## config.mk

```make
export PLATFORM = sky130hd
export DESIGN_NAME = marine_radar_settings_bank
export DESIGN_NICKNAME = d
export VERILOG_FILES = /design/src/rtl/marine_radar_ctrl_pkg.sv /design/src/rtl/marine_radar_settings_bank_setting_cell.sv /design/src/rtl/marine_radar_settings_bank.sv
export SDC_FILE = /design/constraint.sdc
export NUM_CORES = 1
export LEC_CHECK = 0
export CAP_MARGIN = 40
export CELL_PAD_IN_SITES_DETAIL_PLACEMENT = 0
export CELL_PAD_IN_SITES_GLOBAL_PLACEMENT = 1
export CORE_MARGIN = 2
export CORE_UTILIZATION = 45
export DETAILED_ROUTE_END_ITERATION = 10
export PLACE_DENSITY_LB_ADDON = 0.1
export SLEW_MARGIN = 20
export SYNTH_ARGS = -nofsm -noshare
export SYNTH_HDL_FRONTEND = slang
export SYNTH_HIERARCHICAL = 1
export SYNTH_SLANG_ARGS = --single-unit
export TNS_END_PERCENT = 50
```

## constraint.sdc

```tcl
create_clock -name master_clk -period 12.61 [get_ports master_clk]
set_input_delay 2.522 -clock master_clk [delete_from_list [all_inputs] [get_ports master_clk]]
set_output_delay 2.522 -clock master_clk [all_outputs]
set_load 0.02 [all_outputs]
```

## src/rtl/marine_radar_ctrl_pkg.sv

```systemverilog
// -----------------------------------------------------------------------------
// marine_radar_ctrl_pkg
// Shared definitions for the marine radar settings bank.
//   - Control-register bit positions (ARM, NOW, ABORT, SRST).
//   - Control-register placement: the control register sits CTRL offset words
//     above BASE_ADDR, where the offset equals the number of data registers.
// Optional feature macro used by the bank: MARINE_RADAR_READBACK_EN.
// -----------------------------------------------------------------------------
package marine_radar_ctrl_pkg;

    localparam int CTRL_ARM   = 0;
    localparam int CTRL_NOW   = 1;
    localparam int CTRL_ABORT = 2;
    localparam int CTRL_SRST  = 3;

    // The control register always follows the last data register.
    function automatic int ctrl_offset(input int num_regs);
        return num_regs;
    endfunction

endpackage

```

## src/rtl/marine_radar_settings_bank_setting_cell.sv

```systemverilog
// -----------------------------------------------------------------------------
// setting_cell
// One shadow/active/dirty slice of the settings bank.
//   IMMEDIATE=1 : writes load shadow and active together, dirty never set.
//   IMMEDIATE=0 : writes load shadow and set dirty; active loads on commit.
// Ports:
//   clk, reset_n     clock, asynchronous active-low reset
//   clear            synchronous hold-at-zero (soft reset); suppresses changed
//   wr_en, wr_data   accepted data write to this register
//   commit           commit edge: active <= shadow if dirty
//   abort            shadow <= active, dirty cleared
//   active_q         current active value
//   changed_q        one-cycle pulse after active was loaded
//   dirty_q          shadow holds an uncommitted value
//   shadow_q         shadow value (only with MARINE_RADAR_READBACK_EN)
// -----------------------------------------------------------------------------
module setting_cell
    import marine_radar_ctrl_pkg::*;
#(
    parameter bit IMMEDIATE = 1'b0,
    parameter int DATA_W    = 32
) (
    input  logic              clk,
    input  logic              reset_n,
    input  logic              clear,
    input  logic              wr_en,
    input  logic [DATA_W-1:0] wr_data,
    input  logic              commit,
    input  logic              abort,
    output logic [DATA_W-1:0] active_q,
    output logic              changed_q,
`ifdef MARINE_RADAR_READBACK_EN
    output logic [DATA_W-1:0] shadow_q,
`endif
    output logic              dirty_q
);

    logic [DATA_W-1:0] shadow;

`ifdef MARINE_RADAR_READBACK_EN
    assign shadow_q = shadow;
`endif

    always_ff @(posedge clk or negedge reset_n) begin
        if (!reset_n) begin
            shadow    <= '0;
            active_q  <= '0;
            dirty_q   <= 1'b0;
            changed_q <= 1'b0;
        end else if (clear) begin
            shadow    <= '0;
            active_q  <= '0;
            dirty_q   <= 1'b0;
            changed_q <= 1'b0;
        end else begin
            changed_q <= 1'b0;
            if (IMMEDIATE) begin
                if (wr_en) begin
                    shadow    <= wr_data;
                    active_q  <= wr_data;
                    changed_q <= 1'b1;
                end else if (abort) begin
                    shadow <= active_q;
                end
            end else begin
                // Commit uses the shadow as it was before this edge, so a write
                // landing on the commit edge stays pending for the next commit.
                if (commit && dirty_q) begin
                    active_q  <= shadow;
                    changed_q <= 1'b1;
                end
                if (abort) begin
                    shadow  <= active_q;
                    dirty_q <= 1'b0;
                end else if (wr_en) begin
                    shadow  <= wr_data;
                    dirty_q <= 1'b1;
                end else if (commit) begin
                    dirty_q <= 1'b0;
                end
            end
        end
    end

endmodule

```

## src/rtl/marine_radar_settings_bank.sv

```systemverilog
// -----------------------------------------------------------------------------
// marine_radar_settings_bank
// Double-buffered radar setting registers on the serial settings bus.
// Deferred registers commit atomically on sweep_sync (when armed) or on a NOW
// command; immediate registers (IMMEDIATE_MASK) bypass the shadow. Also
// generates a stretched active-high soft reset for the DSP chain.
// Ports:
//   master_clk, reset_n          clock, asynchronous active-low reset
//   serial_addr/data/strobe      settings bus write
//   sweep_sync                   sweep boundary pulse
//   regs_flat                    active values, reg i at [i*DATA_W +: DATA_W]
//   changed                      per-register pulse after active load
//   commit_pending               any register dirty
//   armed                        commit waiting for sweep_sync
//   soft_reset                   stretched DSP reset
//   write_err                    pulse on discarded or tearing-hazard write
//   rd_addr, rd_shadow, rd_data  registered readback (MARINE_RADAR_READBACK_EN)
// -----------------------------------------------------------------------------
module marine_radar_settings_bank
    import marine_radar_ctrl_pkg::*;
#(
    parameter int                NUM_REGS       = 16,
    parameter int                DATA_W         = 32,
    parameter int                ADDR_W         = 7,
    parameter logic [ADDR_W-1:0] BASE_ADDR      = 7'd64,
    parameter logic [31:0]       IMMEDIATE_MASK = 32'h0000_0001,
    parameter int                RST_STRETCH    = 8
) (
    input  logic                       master_clk,
    input  logic                       reset_n,
    input  logic [ADDR_W-1:0]          serial_addr,
    input  logic [31:0]                serial_data,
    input  logic                       serial_strobe,
    input  logic                       sweep_sync,
`ifdef MARINE_RADAR_READBACK_EN
    input  logic [ADDR_W-1:0]          rd_addr,
    input  logic                       rd_shadow,
    output logic [31:0]                rd_data,
`endif
    output logic [NUM_REGS*DATA_W-1:0] regs_flat,
    output logic [NUM_REGS-1:0]        changed,
    output logic                       commit_pending,
    output logic                       armed,
    output logic                       soft_reset,
    output logic                       write_err
);

    localparam int CTRL_ADDR = int'(BASE_ADDR) + ctrl_offset(NUM_REGS);
    localparam int CNT_W     = $clog2(RST_STRETCH + 1);

    logic [NUM_REGS-1:0] data_hit;
    logic [NUM_REGS-1:0] dirty;
    logic [NUM_REGS-1:0] deferred_mask;
    logic                ctrl_hit;
    logic                ctrl_wr;
    logic                srst_load;
    logic                clear;
    logic                abort;
    logic                commit;
    logic                now_req;
    logic                err_next;
    logic [CNT_W-1:0]    stretch_cnt;

`ifdef MARINE_RADAR_READBACK_EN
    logic [NUM_REGS*DATA_W-1:0] shadow_flat;
`endif

    assign deferred_mask = ~IMMEDIATE_MASK[NUM_REGS-1:0];
    assign ctrl_hit      = serial_strobe && (int'(serial_addr) == CTRL_ADDR);
    assign ctrl_wr       = ctrl_hit && !soft_reset;
    // SRST is honoured even while counting so that it can reload the stretch.
    assign srst_load     = ctrl_hit && serial_data[CTRL_SRST];
    // Registers are zeroed on the SRST edge itself and for the whole stretch.
    assign clear         = soft_reset || srst_load;
    assign abort         = ctrl_wr && serial_data[CTRL_ABORT] && !clear;
    // ABORT on a would-be commit edge discards the pending values instead.
    assign commit        = (now_req || (armed && sweep_sync)) && !abort && !clear;
    assign soft_reset    = (stretch_cnt != '0);
    assign commit_pending = |dirty;

    // Discarded strobes during soft reset, or a deferred write while armed.
    assign err_next = soft_reset
                    ? ((|data_hit) || (ctrl_hit && !serial_data[CTRL_SRST]))
                    : ((|(data_hit & deferred_mask)) && armed);

    for (genvar i = 0; i < NUM_REGS; i++) begin : g_cell
        assign data_hit[i] = serial_strobe && (int'(serial_addr) == int'(BASE_ADDR) + i);

        setting_cell #(
            .IMMEDIATE (IMMEDIATE_MASK[i]),
            .DATA_W    (DATA_W)
        ) u_cell (
            .clk       (master_clk),
            .reset_n   (reset_n),
            .clear     (clear),
            .wr_en     (data_hit[i] && !soft_reset),
            .wr_data   (serial_data[DATA_W-1:0]),
            .commit    (commit),
            .abort     (abort),
            .active_q  (regs_flat[i*DATA_W +: DATA_W]),
            .changed_q (changed[i]),
`ifdef MARINE_RADAR_READBACK_EN
            .shadow_q  (shadow_flat[i*DATA_W +: DATA_W]),
`endif
            .dirty_q   (dirty[i])
        );
    end

    always_ff @(posedge master_clk or negedge reset_n) begin
        if (!reset_n) begin
            armed       <= 1'b0;
            now_req     <= 1'b0;
            write_err   <= 1'b0;
            stretch_cnt <= '0;
        end else begin
            write_err <= err_next;

            if (srst_load) begin
                stretch_cnt <= CNT_W'(RST_STRETCH);
            end else if (soft_reset) begin
                stretch_cnt <= stretch_cnt - CNT_W'(1);
            end

            // A fresh ARM/NOW on the commit edge re-arms for the next commit.
            if (clear || abort) begin
                armed   <= 1'b0;
                now_req <= 1'b0;
            end else begin
                if (ctrl_wr && serial_data[CTRL_ARM]) begin
                    armed <= 1'b1;
                end else if (commit) begin
                    armed <= 1'b0;
                end
                if (ctrl_wr && serial_data[CTRL_NOW]) begin
                    now_req <= 1'b1;
                end else if (commit) begin
                    now_req <= 1'b0;
                end
            end
        end
    end

`ifdef MARINE_RADAR_READBACK_EN
    logic [31:0] rd_next;

    always_comb begin
        rd_next = '0;
        for (int i = 0; i < NUM_REGS; i++) begin
            if (int'(rd_addr) == int'(BASE_ADDR) + i) begin
                rd_next[DATA_W-1:0] = rd_shadow ? shadow_flat[i*DATA_W +: DATA_W]
                                                : regs_flat[i*DATA_W +: DATA_W];
            end
        end
        if (int'(rd_addr) == CTRL_ADDR) begin
            rd_next = {27'b0, commit_pending, soft_reset, 2'b0, armed};
        end
    end

    always_ff @(posedge master_clk or negedge reset_n) begin
        if (!reset_n) begin
            rd_data <= '0;
        end else begin
            rd_data <= rd_next;
        end
    end
`endif

endmodule

```

==> impl_metrics.csv, run 1 <==
group,metric,value,unit
floorplanning,coreArea,118000,um^2
run_status,status,"finished clean",
final_layout,layoutNonFillerInstCount,6609,
final_layout,nets,5018,
min_path,hold_depth,2,
power_and_ir_drop,combPwrFrac,0.113,
power_and_ir_drop,internal_power,5700,uW
timing,worst_pin_slew,1.30,ns
final_layout,layout-drive-gt1-share,0.234,
power_and_ir_drop,pwr-share-clk,0.468,
worst_setup_path,crit_type,"in -> reg",
detailed_routing,vias,38200,
logic_synthesis,syn_avg_cell_area,11.7,um^2
power_and_ir_drop,sw_frac_of_total,0.280,
detailed_routing,m1WireLength,80200,um
clock_network,cts_setup_buffers,0,
logic_synthesis,synth_area_leaders,"dfrtp_1, a211oi_2, mux2i_1",
detailed_routing,wl_met3,11800,um
clock_network,cts_hold_buf,0,
timing,max_freq,153,MHz
detailed_routing,wire_per_inst,26.9,um
detailed_routing,drc,0,
detailed_routing,first_iter_violations,3177,
logic_synthesis,synth-edff-count,0,
global_route,antenna_found_initial,13,
detailed_routing,drt_wl_total,178000,um
timing,finClkSkew,0.0252,ns
worst_setup_path,required,13.22,ns
power_and_ir_drop,pwr-share-seq,0.419,
logic_synthesis,syn_area,53700,um^2
placement,gp_congestion,0.763,
global_route,grt_max_degree,231,
detailed_routing,wl_met2,81000,um
power_and_ir_drop,leakage,0.0245,uW
worst_setup_path,cpPeakStageDelay,0.82,ns
detailed_routing,drt_first_pass_iters,5,
placement,portBuffers,574,
clock_network,clk_latency,0.72,ns
timing,setup_ws,6.07,ns
floorplanning,ios,575,
job,maxCapViolCount,0,
floorplanning,rows,126,
worst_setup_path,cp-start-kind,"input pin",
logic_synthesis,synth_top_area_cell,"dfrtp_1",
logic_synthesis,syn-num-nets,4656,
clock_network,cts_made_buffers,121,
timing,timing.final.crit_period,6.54,ns
worst_setup_path,cpMostUsedCell,"buf_4",
detailed_routing,topRoutingLayerUsed,"met4",
global_route,grt_pass1_vias,37200,
clock_network,cts_root_buffer,"clkbuf_16",
logic_synthesis,syn_inst,4612,
floorplanning,die_w,350,um
logic_synthesis,ys_ff_latch,1030,
logic_synthesis,yosys_warnings,6,
worst_setup_path,cp_max_fo,183,
clock_network,cts_tree,"done",
global_route,grt_pass1_wl,263000,um
logic_synthesis,yosys.cell_count.top_type,"dfrtp_1",
power_and_ir_drop,ir_drop,0.131,mV
logic_synthesis,seq_area_frac_synth,0.480,
clock_network,htree_levels,3,
worst_setup_path,worstRegToRegCells,10,
worst_setup_path,arrival,7.15,ns
power_and_ir_drop,power-per-cell-area,124,nW/um^2
placement,dpl_worst_slack,5.45,ns
timing,finalCritPeriodShare,0.519,
clock_network,cts_resized,0,
worst_setup_path,cp_slowest_cell,"buf_4",
placement,dp.cells,6383,
worst_setup_path,cp_cell_sequence,"clkdlybuf4s50_1, nor4b_1, clkdlybuf4s15_2, buf_4, nand4_1, nor3b_2, buf_12, buf_4, inv_1, buf_4, a211oi_1",
logic_synthesis,synth_cell_types,43,
timing,setup_viol,0,
detailed_routing,routed_via_density,5.78,
detailed_routing,ant_nets,0,
clock_network,clk_pin_slew_worst_paths,0.06,ns
timing,relSlewSlack,0.130,
timing,maxSlewViolCount,0,
floorplanning,dieArea,122000,um^2
floorplanning,initial_core_util,0.455,
power_and_ir_drop,switching_power,2220,uW
logic_synthesis,synth-main-ff-cell,"dfrtp_1",
logic_synthesis,netlist_top_cells_count,"dfrtp_1, mux2i_1, nor2b_1, a21oi_1, nand3_1",
timing,setup_tns,0,ns
worst_setup_path,critPathCaptureType,"flop",
clock_network,cts_buffer_depth,3,
timing,finalHoldViolCount,0,
min_path,holdCritPathClass,"reg -> reg",
timing,rsz0062_at_grt,"no",
global_route,grt_overflow_total,0,
logic_synthesis,synth-async-reset-ratio,1.00,
global_route,grtUsageTotal,0.286,
logic_synthesis,yosys.area.top_type_share,0.480,
power_and_ir_drop,power,7930,uW
timing,whs,0.511,ns
placement,hpwl,104000,um
floorplanning,die_y,350,um
final_layout,area_growth,19.1,%
clock_network,clock_sinks,1030,
==> logic make-up after synthesis <==
kind of cell	after synthesis	synth area share
simple gates	1109	0.114
compound gates	1463	0.246
other cells	1	0.0000698
flops	1030	0.480
buf+inv	495	0.0641
fa+ha+maj	1	0.000233
xor+xnor	1	0.000163
mux	512	0.0954
==> cell usage in the layout (no fill, tap or decap), types with 94 or more instances in the layout <==
master / Yosys / layout
buf_4: 61 / 94
dfrtp_1: 1030 / 1015
nand3_1: 481 / 481
clkbuf_16: 0 / 122
a21bo_1: 165 / 165
nor2b_1: 496 / 496
a211oi_2: 450 / 450
clkdlybuf4s50_1: 0 / 541
mux2i_1: 512 / 512
a21bo_2: 315 / 315
a21oi_1: 483 / 483
==> final timing paths <==
kind | endpoint | from | slack, ns
max in group asynchronous | g_cell[3].u_cell/active_q[21]$_DFFE_PN0P_ | reset_n | 8.75
hold / removal | g_cell[3].u_cell/active_q[4]$_DFFE_PN0P_ | g_cell[3].u_cell/shadow[4]$_DFFE_PN0P_ | 0.51
setup reg to reg | g_cell[3].u_cell/shadow[0]$_DFFE_PN0P_ | stretch_cnt[0]$_DFFE_PN0N_ | 8.00
hold reg to reg | g_cell[3].u_cell/active_q[4]$_DFFE_PN0P_ | g_cell[3].u_cell/shadow[4]$_DFFE_PN0P_ | 0.51
setup / recovery | g_cell[3].u_cell/shadow[0]$_DFFE_PN0P_ | serial_addr[3] | 6.07
min in group asynchronous | g_cell[1].u_cell/changed_q$_DFF_PN0_ | reset_n | 1.86
==> power groups by stage <==
stage               Combinational, uW  Clock (uW)  Sequential, uW
floorplan                         501           0            3380
global placement                  818           0            3380
detailed placement                888           0            3380
CTS                               888        3790            3320
global route                      948        3920            3320
finish                            893        3710            3320
==> flip-flops by register name, indices dropped and copies added, names as in the netlist <==
signal / cells
g_cell.u_cell/active_q: 512
g_cell.u_cell/shadow: 480
g_cell.u_cell/changed_q: 16
g_cell.u_cell/dirty_q: 15
stretch_cnt: 4
armed: 1
now_req: 1
write_err: 1
==> stage by stage <==
step | util | area [um^2]
2_1_floorplan | - | 53700
3_3_place_gp | 0.498 | 58900
3_5_place_dp | 0.505 | 59700
4_1_cts | 0.540 | 63900
5_1_grt | 0.541 | 64000
6_report | 0.541 | 64000
==> critical path: cells and delay by family <==
family	cells	cell delay (ns)
AOI/OAI and AO/OA	1	0.24
buffers and inverters	7	3.26
and+or+nand+nor	3	0.88
==> layout make-up <==
class,instances,area [um^2]
antenna,1,2.50
fill,10300,54200
clock inverter,46,588
timing repair buffer,715,7360
inverter,19,71.3
clock buffer,175,3620
tap,1536,1920
sequential,1030,25800
multi-input combinational,3087,24700
==> routing by layer <==
layer | vias up | global-route usage
met5 | - | 0
met4 | 0 | 0.0757
met3 | 208 | 0.0669
met2 | 985 | 0.435
met1 | 19700 | 0.408
li1 | 17300 | -
No activity file was read; power rests on OpenSTA's default activity.
==> run 2: changes to the inputs <==
==> constraint.sdc (replaced) <==
create_clock -name master_clk -period 6.2 [get_ports master_clk]
set_input_delay 1.24 -clock master_clk [delete_from_list [all_inputs] [get_ports master_clk]]
set_output_delay 1.24 -clock master_clk [all_outputs]
set_load 0.02 [all_outputs]
==> run 2 against run 1 <==
  * Hold slack better by 0.0068 ns
  * Worst setup slack worse by 3.9 ns
  * Critical path depth down 8
  * Clock skew down 0.0047 ns
  * Combinational power up 110%
  * Largest power group unchanged
  * Sequential share of layout area up 0.051 points
  * Highest routed layer is now met5
==> impl_metrics.csv, run 2 (synthesis results as in run 1) <==
group,metric,value,unit
timing,finalHoldViolCount,0,
detailed_routing,routed_via_density,5.78,
floorplanning,coreArea,118000,um^2
final_layout,final_common_cell,"dfrtp_1",
placement,gp_congestion,0.782,
global_route,grt_max_degree,219,
final_layout,nFillCells,10300,
run_status,status,"finished clean",
final_layout,layout-drive-gt1-share,0.237,
timing,setup_viol,0,
job,maxCapViolCount,0,
power_and_ir_drop,combPwrFrac,0.117,
worst_setup_path,required,4.96,ns
global_route,grt_overflow_total,0,
power_and_ir_drop,switching_power,4490,uW
worst_setup_path,critPathCaptureType,"output pin",
timing,rsz0062_at_grt,"no",
detailed_routing,wire_per_inst,26.9,um
timing,setup_tns,0,ns
global_route,grt_pass1_vias,37100,
clock_network,clk_pin_slew_worst_paths,0.06,ns
timing,relSlewSlack,0.221,
floorplanning,initial_core_util,0.455,
timing,max_freq,247,MHz
detailed_routing,ant_nets,0,
timing,setup_ws,2.15,ns
timing,timing.final.crit_period,4.05,ns
final_layout,largest-register,"g_cell.u_cell/active_q",
power_and_ir_drop,internal_power,11400,uW
global_route,antenna_found_initial,14,
clock_network,htree_levels,3,
worst_setup_path,arrival,2.81,ns
placement,portBuffers,574,
placement,dpl_worst_slack,1.56,ns
detailed_routing,vias,38400,
timing,finClkSkew,0.0204,ns
floorplanning,ios,575,
detailed_routing,first_iter_violations,3312,
global_route,grt_pass1_wl,263000,um
clock_network,cts_tree,"done",
worst_setup_path,cp_max_fo,2,
floorplanning,rows,126,
floorplanning,dieArea,122000,um^2
floorplanning,die_w,350,um
clock_network,cts_made_buffers,118,
power_and_ir_drop,pwr-share-clk,0.457,
power_and_ir_drop,leakage,0.0245,uW
final_layout,multi_input_area,24700,um^2
final_layout,nets,5035,
clock_network,cts_setup_buffers,0,
final_layout,area_growth,19.0,%
final_layout,fin_area,63900,um^2
final_layout,final-seq-area,25800,um^2
global_route,grtUsageTotal,0.287,
floorplanning,die_y,350,um
timing,worst_pin_slew,1.17,ns
power_and_ir_drop,ir_drop,0.234,mV
clock_network,clock_sinks,1030,
detailed_routing,drt_first_pass_iters,5,
power_and_ir_drop,power-per-cell-area,248,nW/um^2
final_layout,reg_top3,"g_cell.u_cell/active_q: 512 flops, g_cell.u_cell/shadow: 480 flops, g_cell.u_cell/changed_q: 16 flops",
min_path,holdCritPathClass,"reg -> reg",
final_layout,final_core_util,0.541,
placement,dp.cells,6404,
final_layout,most-common-layout-cells,"dfrtp_1, clkdlybuf4s50_1, mux2i_1, nor2b_1, a21oi_1",
final_layout,largest_reg_flops,512,
power_and_ir_drop,sw_frac_of_total,0.283,
final_layout,layoutNonFillerInstCount,6636,
detailed_routing,drt_wl_total,178000,um
worst_setup_path,cp-start-kind,"flop",
timing,finalCritPeriodShare,0.653,
timing,maxSlewViolCount,0,
power_and_ir_drop,pwr-share-seq,0.426,
clock_network,cts_root_buffer,"clkbuf_16",
clock_network,cts_hold_buf,0,
clock_network,clk_latency,0.71,ns
detailed_routing,drc,0,
clock_network,cts_resized,0,
placement,dpl-instance-area,59800,um^2
worst_setup_path,crit_type,"reg -> out",
clock_network,cts_buffer_depth,3,
placement,hpwl,105000,um
[run 2: cell count changes in the layout (fill, tap and decap cells not counted), moves of 5 or more]
cell	change
buf_12	+15
diode_2	+5
buf_4	+20
buf_16	-15
bufinv_16	-7
[run 2: metrics by stage]
step / hold WS (ns) / total power [uW]
after CTS: 0.518 / 16000
after global placement: 0.505 / 8710
after detailed placement: 0.511 / 8740
after floorplan: 0.508 / 7890
final: 0.518 / 15900
after global routing: 0.542 / 16400
[run 2: per-layer routing]
metal  routed length [um]  global-route usage  up-vias
met5                   33                   0        -
met4                 3460              0.0586        6
met3                11400              0.0618      198
met2                83400               0.451      951
met1                80200               0.408    19800
li1                     -                   -    17400
[run 2: area by class of cell]
class                   count  share of cell area
multi-input cells        3087               0.386
clock inverters            41             0.00595
well taps                1536              0.0301
diodes                      6            0.000235
repair buffers            735               0.116
flip-flops and latches   1030               0.403
inverters                  19             0.00112
clock buffers             182              0.0575
[run 2: final timing paths]
| kind | startpoint | slack, ns | depth (start not counted) | endpoint |
|---|---|---|---|---|
| hold reg to reg | g_cell[9].u_cell/shadow[28]$_DFFE_PN0P_ | 0.52 | 2 | g_cell[9].u_cell/active_q[28]$_DFFE_PN0P_ |
| min in group asynchronous | reset_n | 0.55 | 1 | g_cell[1].u_cell/active_q[17]$_DFFE_PN0P_ |
| setup / recovery | g_cell[8].u_cell/dirty_q$_DFFE_PN0P_ | 2.15 | 3 | commit_pending |
| hold / removal | g_cell[9].u_cell/shadow[28]$_DFFE_PN0P_ | 0.52 | 2 | g_cell[9].u_cell/active_q[28]$_DFFE_PN0P_ |
| max in group asynchronous | reset_n | 4.18 | 2 | g_cell[4].u_cell/active_q[12]$_DFFE_PN0P_ |
| setup reg to reg | stretch_cnt[0]$_DFFE_PN0N_ | 2.72 | 8 | g_cell[11].u_cell/active_q[8]$_DFFE_PN0P_ |
[run 2: worst max-delay path, stage by stage (launching register included)]
cell and delay, ns:
dfrtp_2 0.43, nor4_1 0.72, nand4_1 0.16, clkdlybuf4s50_1 0.77
[run 2: power by group through the flow]
stage / sequential (uW) / combinational, uW / clock (uW)
after detailed placement: 6870 / 1860 / 0
final: 6750 / 1860 / 7240
after floorplan: 6870 / 1020 / 0
after CTS: 6750 / 1870 / 7390
after global placement: 6870 / 1840 / 0
after global routing: 6750 / 1950 / 7660
